--- src/rtl/seg_scan_ctrl.sv ---
// Four-digit multiplexed seven-segment scanner with a shadow/committed digit buffer,
// frame-synchronous commit and optional leading-zero blanking. All outputs are registered.
module seg_scan_ctrl #(
    parameter int DIV   = 1000,
    parameter int BLANK = 4
) (
    input  logic       clk,
    input  logic       reset,
    input  logic       enable,
    input  logic       wr_en,
    input  logic [1:0] wr_addr,
    input  logic [4:0] wr_data,
    input  logic       lz_blank,
    output logic       wr_ack,
    output logic [3:0] control,
    output logic [7:0] display,
    output logic [1:0] digit_idx
);

    typedef enum logic [1:0] {
        IDLE,
        SHOW,
        GAP
    } state_t;

    localparam logic [15:0] DWELL_LAST = 16'(DIV - 1);
    localparam logic [7:0]  GAP_LAST   = 8'(BLANK - 1);

    state_t      state;
    state_t      state_nxt;
    logic [1:0]  idx_nxt;
    logic [15:0] dwell;
    logic [15:0] dwell_nxt;
    logic [7:0]  gap;
    logic [7:0]  gap_nxt;
    logic        commit;
    logic [4:0]  shadow [4];
    logic [4:0]  committed [4];
    logic [4:0]  committed_nxt [4];
    logic [3:0]  blank;
    logic [3:0]  control_nxt;
    logic [7:0]  display_nxt;
    logic [4:0]  sel;
    logic [7:0]  enc;

    function automatic logic [7:0] hex_seg(input logic [3:0] v);
        case (v)
            4'h0:    hex_seg = 8'hC0;
            4'h1:    hex_seg = 8'hF9;
            4'h2:    hex_seg = 8'hA4;
            4'h3:    hex_seg = 8'hB0;
            4'h4:    hex_seg = 8'h99;
            4'h5:    hex_seg = 8'h92;
            4'h6:    hex_seg = 8'h82;
            4'h7:    hex_seg = 8'hF8;
            4'h8:    hex_seg = 8'h80;
            4'h9:    hex_seg = 8'h90;
            4'hA:    hex_seg = 8'h88;
            4'hB:    hex_seg = 8'h83;
            4'hC:    hex_seg = 8'hC6;
            4'hD:    hex_seg = 8'hA1;
            4'hE:    hex_seg = 8'h86;
            default: hex_seg = 8'h8E;
        endcase
    endfunction

    // Outputs are computed from the next-state values so they change on the same edge as the FSM.
    always_ff @(posedge clk or negedge reset) begin
        if (!reset) begin
            state     <= IDLE;
            digit_idx <= 2'd0;
            dwell     <= 16'd0;
            gap       <= 8'd0;
            control   <= 4'hF;
            display   <= 8'hFF;
        end else begin
            state     <= state_nxt;
            digit_idx <= idx_nxt;
            dwell     <= dwell_nxt;
            gap       <= gap_nxt;
            control   <= control_nxt;
            display   <= display_nxt;
        end
    end

    always_ff @(posedge clk or negedge reset) begin
        if (!reset) begin
            wr_ack <= 1'b0;
            for (int i = 0; i < 4; i++) begin
                shadow[i]    <= 5'b00000;
                committed[i] <= 5'b00000;
            end
        end else begin
            wr_ack <= wr_en;
            if (wr_en) begin
                shadow[wr_addr] <= wr_data;
            end
            for (int i = 0; i < 4; i++) begin
                committed[i] <= committed_nxt[i];
            end
        end
    end

    // Commit copies the pre-write shadow, so a write on a commit edge waits for the next frame.
    always_comb begin
        state_nxt = state;
        idx_nxt   = digit_idx;
        dwell_nxt = dwell;
        gap_nxt   = gap;
        commit    = 1'b0;
        unique case (state)
            IDLE: begin
                commit = 1'b1;
                if (enable) begin
                    state_nxt = SHOW;
                    idx_nxt   = 2'd0;
                    dwell_nxt = 16'd0;
                end
            end
            SHOW: begin
                if (dwell == DWELL_LAST) begin
                    state_nxt = GAP;
                    gap_nxt   = 8'd0;
                end else begin
                    dwell_nxt = dwell + 16'd1;
                end
            end
            GAP: begin
                if (gap == GAP_LAST) begin
                    state_nxt = SHOW;
                    idx_nxt   = digit_idx + 2'd1;
                    dwell_nxt = 16'd0;
                    commit    = (digit_idx == 2'd3);
                end else begin
                    gap_nxt = gap + 8'd1;
                end
            end
            default: state_nxt = IDLE;
        endcase
        if (!enable) begin
            state_nxt = IDLE;
            idx_nxt   = 2'd0;
            dwell_nxt = 16'd0;
            gap_nxt   = 8'd0;
            commit    = (state == IDLE);
        end
    end

    always_comb begin
        for (int i = 0; i < 4; i++) begin
            committed_nxt[i] = commit ? shadow[i] : committed[i];
        end
    end

    assign blank[0] = 1'b0;
    assign blank[3] = lz_blank && (committed_nxt[3][3:0] == 4'h0);
    assign blank[2] = blank[3] && (committed_nxt[2][3:0] == 4'h0);
    assign blank[1] = blank[2] && (committed_nxt[1][3:0] == 4'h0);

    always_comb begin
        control_nxt = 4'hF;
        display_nxt = 8'hFF;
        sel         = committed_nxt[idx_nxt];
        enc         = hex_seg(sel[3:0]);
        if (state_nxt == SHOW) begin
            control_nxt = ~(4'b0001 << idx_nxt);
            if (!blank[idx_nxt]) begin
                display_nxt = {enc[7] & ~sel[4], enc[6:0]};
            end
        end
    end

endmodule
--- config.mk ---
export PLATFORM = sky130hd
export DESIGN_NAME = seg_scan_ctrl
export DESIGN_NICKNAME = d
export VERILOG_FILES = /design/src/rtl/seg_scan_ctrl.sv
export SDC_FILE = /design/constraint.sdc
export NUM_CORES = 1
export LEC_CHECK = 0
export ABC_AREA = 0
export CORE_UTILIZATION = 57
export DETAILED_ROUTE_END_ITERATION = 10
export DONT_BUFFER_PORTS = 1
export GPL_TIMING_DRIVEN = 0
export PLACE_DENSITY = 0.72
export SLEW_MARGIN = 20
export SYNTH_ARGS = -nofsm -noshare
export SYNTH_HDL_FRONTEND = slang
export SYNTH_SLANG_ARGS = --single-unit
--- constraint.sdc ---
create_clock -name clk -period 3.45 [get_ports clk]
set_input_delay 0.69 -clock clk [delete_from_list [all_inputs] [get_ports clk]]
set_output_delay 0.69 -clock clk [all_outputs]
set_load 0.1 [all_outputs]
# --- Word-level counts from Yosys, hierarchy flattened ---
# Memories as Yosys holds them, arrays and structs flattened.
# Cells that the tools add are included.
op_classes:
  n_addsub: 3
  magnitude_cmp: 4
  eq_ne: 12
  shifts: 1
  n_mux: 33
  bitwise: 5
  n_reduce_logical: 10
ops:
  columns: ["op", "count"]
  rows:
  - ["$mux W16", 3]
  - ["$pmux W16 S3", 1]
  - ["$mux W8", 5]
  - ["$mux W5", 7]
  - ["$bwmux W20", 1]
  - ["$add A16 B1 Y16 const B", 1]
  - ["$eq A16 B10 Y1 const B", 1]
  - ["$pmux W8 S2", 1]
  - ["$logic_not A4 Y1", 3]
  - ["$ne A3 B3 Y1 const B", 4]
  - ["$bmux W5 S2", 1]
  - ["$demux W5 S2", 1]
  - ["$mux W2", 5]
  - ["$add A8 B1 Y8 const B", 1]
  - ["$eq A8 B2 Y1 const B", 1]
  - ["$ge A3 B3 Y1 const B", 2]
  - ["$not A2 Y3", 2]
  - ["$pmux W2 S3", 1]
  - ["$reduce_and A3 Y1", 2]
  - ["$eq A2 B1 Y1 const B", 2]
  - ["$eq A2 B2 Y1 const B", 2]
  - ["$logic_and A1 B1 Y1", 4]
  - ["$mux W4", 1]
  - ["$ne A4 B1 Y1 const B", 1]
  - ["other kinds (13)", 15]
word_totals:
  register_bits: 81
  mem_bits_ro: 112
  input_bits: 12
  output_inout_bits: 15
  wordCells: 84
  memories: 1
mem_list:
  columns: ["name", "words", "word_bits", "rd", "rd_ports_with_merged_regs", "write_ports", "line", "text"]
  rows:
  - ["(name not given)", 16, 7, 1, 0, 0, "47", "case (v)"]

# --- Depth between registers and ports, before layout ---
# Gate-level depths: netlist (run 1).
depth:
  ltp_word: 13
  mapped_depth: 16
  mapped_depth_nobuf: 15

# --- Least setup slack after synthesis (run 1) ---
# No wires, ideal clock.
synth_timing:
  kind: "register -> register"
  start: "register digit_idx[1]"
  end: "register display[0]"
  setup_time_ns: 0.092
  arrival_time_ns: 3.563
  required_time_ns: 3.358
  setup_slack_ns: -0.205
  stages_incl_launch_ff: 17
  n_path_buf: 2
  synth_period_minus_slack_ns: 3.655
  cell_sequence: "dfrtp_1 ha_1 and3b_1 a31oi_2 buf_6 buf_6 mux2i_4 mux2i_1 mux2i_2 inv_1 ha_1 inv_1 and2_1 a32oi_1 o31ai_1 o22a_1 o21ai_1"
synth_between:
  elab_chain_cells: 13
  word_cells_on_any_way: 27
  cone_classes: "1 x add/sub; 1 x eq/ne; 17 x mux; 1 x bitwise; 6 x reduce/logical; 1 x memory"
synth_rtl:
  columns: ["element", "line", "text"]
  rows:
  - ["start: declaration", "17", "output logic [1:0] digit_idx"]
  - ["start signal: assignment", "78", "digit_idx <= idx_nxt;"]
  - ["branches (longest 11 deep; another with $mem_v2 Z16 W7)", null, null]
  - ["$mux W8 *", "167", "if (!blank[idx_nxt]) begin"]
  - ["$mux W8 *", "165", "if (state_nxt == SHOW) begin"]
  - ["via display_nxt[0]", "42", "logic [7:0] display_nxt;"]
  - ["end signal: assignment", "82", "display <= display_nxt;"]
  - ["end: declaration", "16", "output logic [7:0] display,"]
# Mark *: on every way through the listed nets, which the timed path passes. The select of a mux whose other input is x is not followed.
# A chain may end at the register's enable or synchronous reset.

# --- Worst setup path after layout (run 1) ---
# Ends and elaborated chain as after synthesis.

==> results of run 1 <==
-- Yosys cell counts (all sizes together), types with 3 or more instances --
master	instances	share of area
a21oi	8	0.0096
and2	5	0.0075
and3	10	0.015
and4	3	0.0063
buf	9	0.018
clkbuf	4	0.0036
dfrtp	69	0.41
dfstp	12	0.076
ha	8	0.024
inv	28	0.026
mux2	25	0.068
mux2i	27	0.072
nand2	33	0.030
nand3	18	0.022
nand4	7	0.011
nor2	24	0.022
nor2b	6	0.0090
nor3	6	0.0084
o211ai	3	0.0066
o21ai	36	0.044
o221ai	5	0.012
o31ai	10	0.018
xnor2	3	0.0063
xor2	5	0.011
-- layout make-up --
type                       count  area, µm²
sequential                    81       2050
multi-input combinational    265       2000
buffer                        13        104
clock inverter                 4       76.3
fill                         526       2160
clock buffer                  12        145
inverter                      28        108
timing repair buffer          18        140
tap                           96        120
-- critical path, stage by stage, from the launching register on --
cell	delay [ps]
dfrtp_4	650
ha_4	230
and3b_1	190
a31oi_4	240
buf_8	160
buf_12	140
mux2i_2	240
mux2i_1	140
mux2i_2	250
ha_2	260
inv_2	60
and2_1	150
a32oi_1	140
o31ai_1	100
o22a_1	220
o21ai_2	120
-- metrics by stage --
| step | utilization | setup slack (ps) |
|---|---|---|
| 6_report | 0.687 | 89.2 |
| 4_1_cts | 0.667 | 46.3 |
| 3_3_place_gp | 0.620 | -514 |
| 5_1_grt | 0.687 | -37.8 |
| 3_5_place_dp | 0.620 | -529 |
| 2_1_floorplan | - | 44.3 |
-- power groups by stage --
stage	registers, mW	clock network [mW]	logic, mW
global placement	1.31	0	0.375
finish	1.30	0.768	0.470
CTS	1.30	0.786	0.424
detailed placement	1.31	0	0.388
global route	1.32	0.831	0.513
floorplan	1.29	0	0.318
-- flip-flops by register name, indices dropped and copies added, names as in the netlist --
name	count
shadow	20
dwell	16
state	2
gap	8
digit_idx	2
control	4
display	8
committed	20
wr_ack	1
-- routing by layer --
metal | GRT usage | wire length (µm) | share of wire
met5 | 0 | 0 | 0
met4 | 0.115 | 165 | 0.019
met3 | 0.0483 | 399 | 0.046
met2 | 0.404 | 4360 | 0.50
met1 | 0.315 | 3750 | 0.43
-- kinds of logic (layout without fill, tap and decap cells) --
kind of cell    count (synthesis)  in the layout  synth area share
compound gates                 73             73             0.125
mux                            52             52             0.140
buf+inv                        41             75            0.0478
fa+ha+maj                       8              8            0.0241
simple gates                  124            124             0.156
flops                          81             81             0.491
xor+xnor                        8              8            0.0168
-- worst max path at each step --
stage	to	cells after the start	slack, ps	start
detailed placement	display[0]	15	-530	digit_idx[0]
floorplan	display[0]	16	40	digit_idx[0]
finish	display[0]	15	90	digit_idx[1]
CTS	display[0]	15	50	digit_idx[0]
global placement	display[0]	15	-510	digit_idx[0]
global route	display[0]	15	-40	digit_idx[1]
-- what timing repair did --
item,in CTS,in global routing
endpoints found under the hold margin,0,6
hold buffers,0,2
setup endpoints to repair,4,1
pin swaps,2,4
resized for setup,8,14
buffers inserted,9,7
==> results.toml, run 1 <==
[run_status]
status = "finished clean"

[routing]
drt_pass1_iterations = 6
antenna_left = 0
num_vias = 3037
routed_wl_um = 8680
drc_errors = 0
drt_iter0_markers = 185
viasPerCell = 5.87
wl_per_cell_um = 16.8

[finish]
final_nets = 436
drive_above_1_share = 0.261
diodes = 0
final_cell_mix = "dfrtp_1 (67), nand2_1 (32), o21ai_0 (30), inv_1 (25), mux2_2 (25)"
syn_to_final_growth_pct = 14.0
final_area_um2 = 4740
final_common_cell = "dfrtp_1"
stdcell_count = 517

[critical_path]
rr_endpoint = "display[0]"
cp_max_fo = 7
r2r_start = "digit_idx[1]"
r2r_cells = 15
cp.arrival_ps = 3640
rrSetupSlack_ps = 90
critical_path_class = "flip-flop to flip-flop"
worstSetupEndpointType = "flip-flop"
cp.required_ps = 3730
start_kind = "flip-flop"

[yosys]
synth_top_flop_cell = "dfrtp_1"
post_synth_num_cell_types = 54
ys_async_sr_fraction = 1.00
synth_edf_count = 0
ys_seq_area_frac = 0.491
ys_seq_elements = 81
syn_avg_cell_area_um2 = 10.8
synth_area_um2 = 4160
syn_nets = 407
synth_cells = 387
yosysWarnings = 0

[sta]
slew_viol_final = 0
fmax_ghz = 0.298
post-route-period-util = 0.974
period_minus_slack_ps = 3360
hold_viol = 0
finalClockSkew_ps = 7.41
whs_ps = 35.0
setup_viol = 0
final.setup.tns_ps = 0
worst_pin_slew_ps = 905
slew_headroom = 0.396

[clocking]
clock_latency_ps = 340
cts_buffers = 9
cts_sinks = 81
clock_path_buffers = 2
htree_levels = 3
path_clk_slew_ps = 80
cts_tree = "yes"
cts_root_buf = "clkbuf_8"

[grt]
grt_pass1_vias = 2963
grt_pass1_wl_um = 14200
antenna_found_initial = 0
grtUsageTotal = 0.246
grt_max_degree = 82
grt_overflow = 0

[power_and_ir_drop]
p_sw_frac = 0.315
powerDensity_nw_per_um2 = 536
power_leakage_nw = 2.02
internal-power_mw = 1.74
pwr-share-comb = 0.185
p_clk_frac = 0.302
irDropWorstVdd_uv = 431
fin_total_pwr_mw = 2.54
p_seq_frac = 0.513
p_sw_mw = 0.802

[floorplanning]
pin_count = 27
dieArea_um2 = 7650
start_util = 0.603
die_w_um = 87.4
rows = 30
die_height_um = 87.4
core_region_area_um2 = 6910

[placement]
port_buffers = 0
gp_congestion = 0.808
dp_cells = 483
postPlaceCellArea_um2 = 4280
dpl.hpwl_um = 5690

[job]
maxCapViolations = 0

[worst_hold_path]
hold_class = "input port to async pin"
Power figures use the tool's default switching activity.
==> inputs of run 2 (changes only) <==
--- a/config.mk
+++ b/config.mk
@@ -5,12 +5,11 @@
 export SDC_FILE = /design/constraint.sdc
 export NUM_CORES = 1
 export LEC_CHECK = 0
-export ABC_AREA = 0
-export CORE_UTILIZATION = 57
+export ABC_AREA = 1
+export CORE_UTILIZATION = 32
 export DETAILED_ROUTE_END_ITERATION = 10
 export DONT_BUFFER_PORTS = 1
 export GPL_TIMING_DRIVEN = 0
-export PLACE_DENSITY = 0.72
 export SLEW_MARGIN = 20
 export SYNTH_ARGS = -nofsm -noshare
 export SYNTH_HDL_FRONTEND = slang
==> results.toml, run 2 <==
[run_status]
status = "finished clean"

[placement]
gp_congestion = 0.884
dpl.hpwl_um = 7250
postPlaceCellArea_um2 = 4670
dp_slack_ps = 410
dp_cells = 733
port_buffers = 0

[yosys]
post_synth_num_cell_types = 42
synthMuxAreaShare = 0
yosysWarnings = 0
syn_avg_cell_area_um2 = 7.99
ys_seq_elements = 81
ys_top_cells_by_count = "nand2_1 (161), dfrtp_1 (69), nand3_1 (64), inv_1 (63), nor2_1 (34)"
ys_seq_area_frac = 0.459
synth_compound_area_frac = 0.0759
synth_area_leaders = "dfrtp_1 (39%), nand2_1 (14%), nand3_1 (7.2%), dfstp_2 (7.1%), inv_1 (5.3%)"
synth-xor-area-share = 0.0158
synth_top_flop_cell = "dfrtp_1"
synth_top_cell_area_share = 0.388
synth_edf_count = 0
synth_adder_area_share = 0.0225
synth_cells = 557
ys_async_sr_fraction = 1.00
synth_top_area_cell = "dfrtp_1"
yosys.area_share.simple = 0.345
yosysMostFrequentCell = "nand2_1"
synth_top_family_by_area = "simple AND/OR/NAND/NOR gates"
syn_nets = 577
synth_area_um2 = 4450

[power_and_ir_drop]
irDropWorstVdd_uv = 227
powerDensity_nw_per_um2 = 504
power_leakage_nw = 2.34
fin_total_pwr_mw = 2.51

[finish]
final_area_um2 = 4970
final_cell_mix = "nand2_1 (161), dfrtp_1 (69), nand3_1 (64), inv_1 (63), nor2_1 (34)"
syn_to_final_growth_pct = 11.8
final_nets = 588
fin_util = 0.371
stdcell_count = 749
diodes = 0
final_common_cell = "nand2_1"
fillers = 1404
drive_above_1_share = 0.141
multi_input_area_um2 = 2040
largestRegisters = "committed: 20 flops, shadow: 20 flops, dwell: 16 flops"
ff_latch_area_um2 = 2040

[clocking]
clock_path_buffers = 2
cts_root_buf = "clkbuf_16"
path_clk_slew_ps = 60
cts_buffers = 9
clock_latency_ps = 350
htree_levels = 3
post_cts_buffers = 0
cts_tree = "yes"
cts_hold_buf = 0
cts_sinks = 81
cts_resized = 0

[critical_path]
worstSetupEndpointType = "flip-flop"
cp_max_fo = 10
cp.arrival_ps = 3310
start_kind = "flip-flop"
cp.required_ps = 3710
critical_path_class = "flip-flop to flip-flop"

[grt]
grt_pass1_vias = 3510
grt_overflow = 0
grt_max_degree = 82
grt_pass1_wl_um = 17500
antenna_found_initial = 0
grtUsageTotal = 0.155

[floorplanning]
pin_count = 27
dieArea_um2 = 14400
start_util = 0.332
rows = 42
die_height_um = 120
core_region_area_um2 = 13400
die_w_um = 120

[sta]
post-route-period-util = 0.884
slew_headroom = 0.317
hold_viol = 0
final.setup.tns_ps = 0
whs_ps = 36.2
finalClockSkew_ps = 10.4
setup_viol = 0
worst_pin_slew_ps = 1020
slew_viol_final = 0
fmax_ghz = 0.328
setup_slack_ps = 402
period_minus_slack_ps = 3050
rsz0062_at_grt = "no"

[worst_hold_path]
hold_class = "input port to async pin"

[routing]
num_vias = 3628
routed_wl_um = 10000
drc_errors = 0
drt_iter0_markers = 246
antenna_left = 0
wl_per_cell_um = 13.4
viasPerCell = 4.84
drt_pass1_iterations = 4

[job]
maxCapViolations = 0
run 2: cell count changes in the layout (fill, tap and decap cells not counted), moves of 10 or more:
| cell | change |
|---|---|
| nand2_1 | +129 |
| nand3_1 | +46 |
| inv_1 | +38 |
| buf_4 | -14 |
| mux2_2 | -25 |
| nor2_1 | +12 |
| clkbuf_8 | -10 |
| nand2_2 | +10 |
| mux2i_1 | -15 |
run 2: layer usage:
metal,up-vias,GRT usage,wire length [µm]
li1,1817,-,-
met1,1716,0.215,5020
met2,86,0.230,4360
met3,9,0.0518,570
met4,0,0.0430,104
met5,-,0,0
run 2: layout make-up:
class	count	area share
clock buffers	9	0.0453
multi-input cells	395	0.410
plain buffers	13	0.0219
well taps	176	0.0443
clock inverters	7	0.0163
flip-flops and latches	81	0.410
inverters	68	0.0513
run 2: final timing paths:
kind / from / end / slack, ps / cells after the start
worst max-delay path: digit_idx[0] / display[3] / 400 / 16
worst min-delay path: reset / dwell[11] / 40 / 0
worst max register to register: digit_idx[0] / display[3] / 400 / 16
worst min register to register: shadow[3] / shadow[3] / 490 / 2
max in group asynchronous: reset / control[1] / 3200 / 0
min in group clk: wr_en / wr_ack / 380 / 0
run 2: cells by family after synthesis:
logic type | Yosys count
adders and majority gates | 8
DFF | 81
buffers and inverters | 81
and+or+nand+nor | 319
xor gates and xnor gates | 8
AOI/OAI and AO/OA | 60
run 2: critical path, cell delays in order (launching register included):
cell,delay [ps]
dfrtp_1,1020
ha_1,270
nand2_1,50
inv_1,90
nand3_4,120
buf_6,170
nand3_1,70
nand2_1,110
nand3_1,90
nand2_1,60
nor2_2,270
inv_1,110
ha_1,250
nand3_1,90
nand2_1,60
nand2_1,50
nand3_1,80
run 2: power by group:
group | switching, mW | total [mW] | leakage (nW) | internal, mW
clock | 0.422 | 0.996 | 0.148 | 0.574
sequential | 0.162 | 1.22 | 1.02 | 1.05
combinational | 0.186 | 0.293 | 1.17 | 0.107
total | 0.770 | 2.51 | 2.34 | 1.74
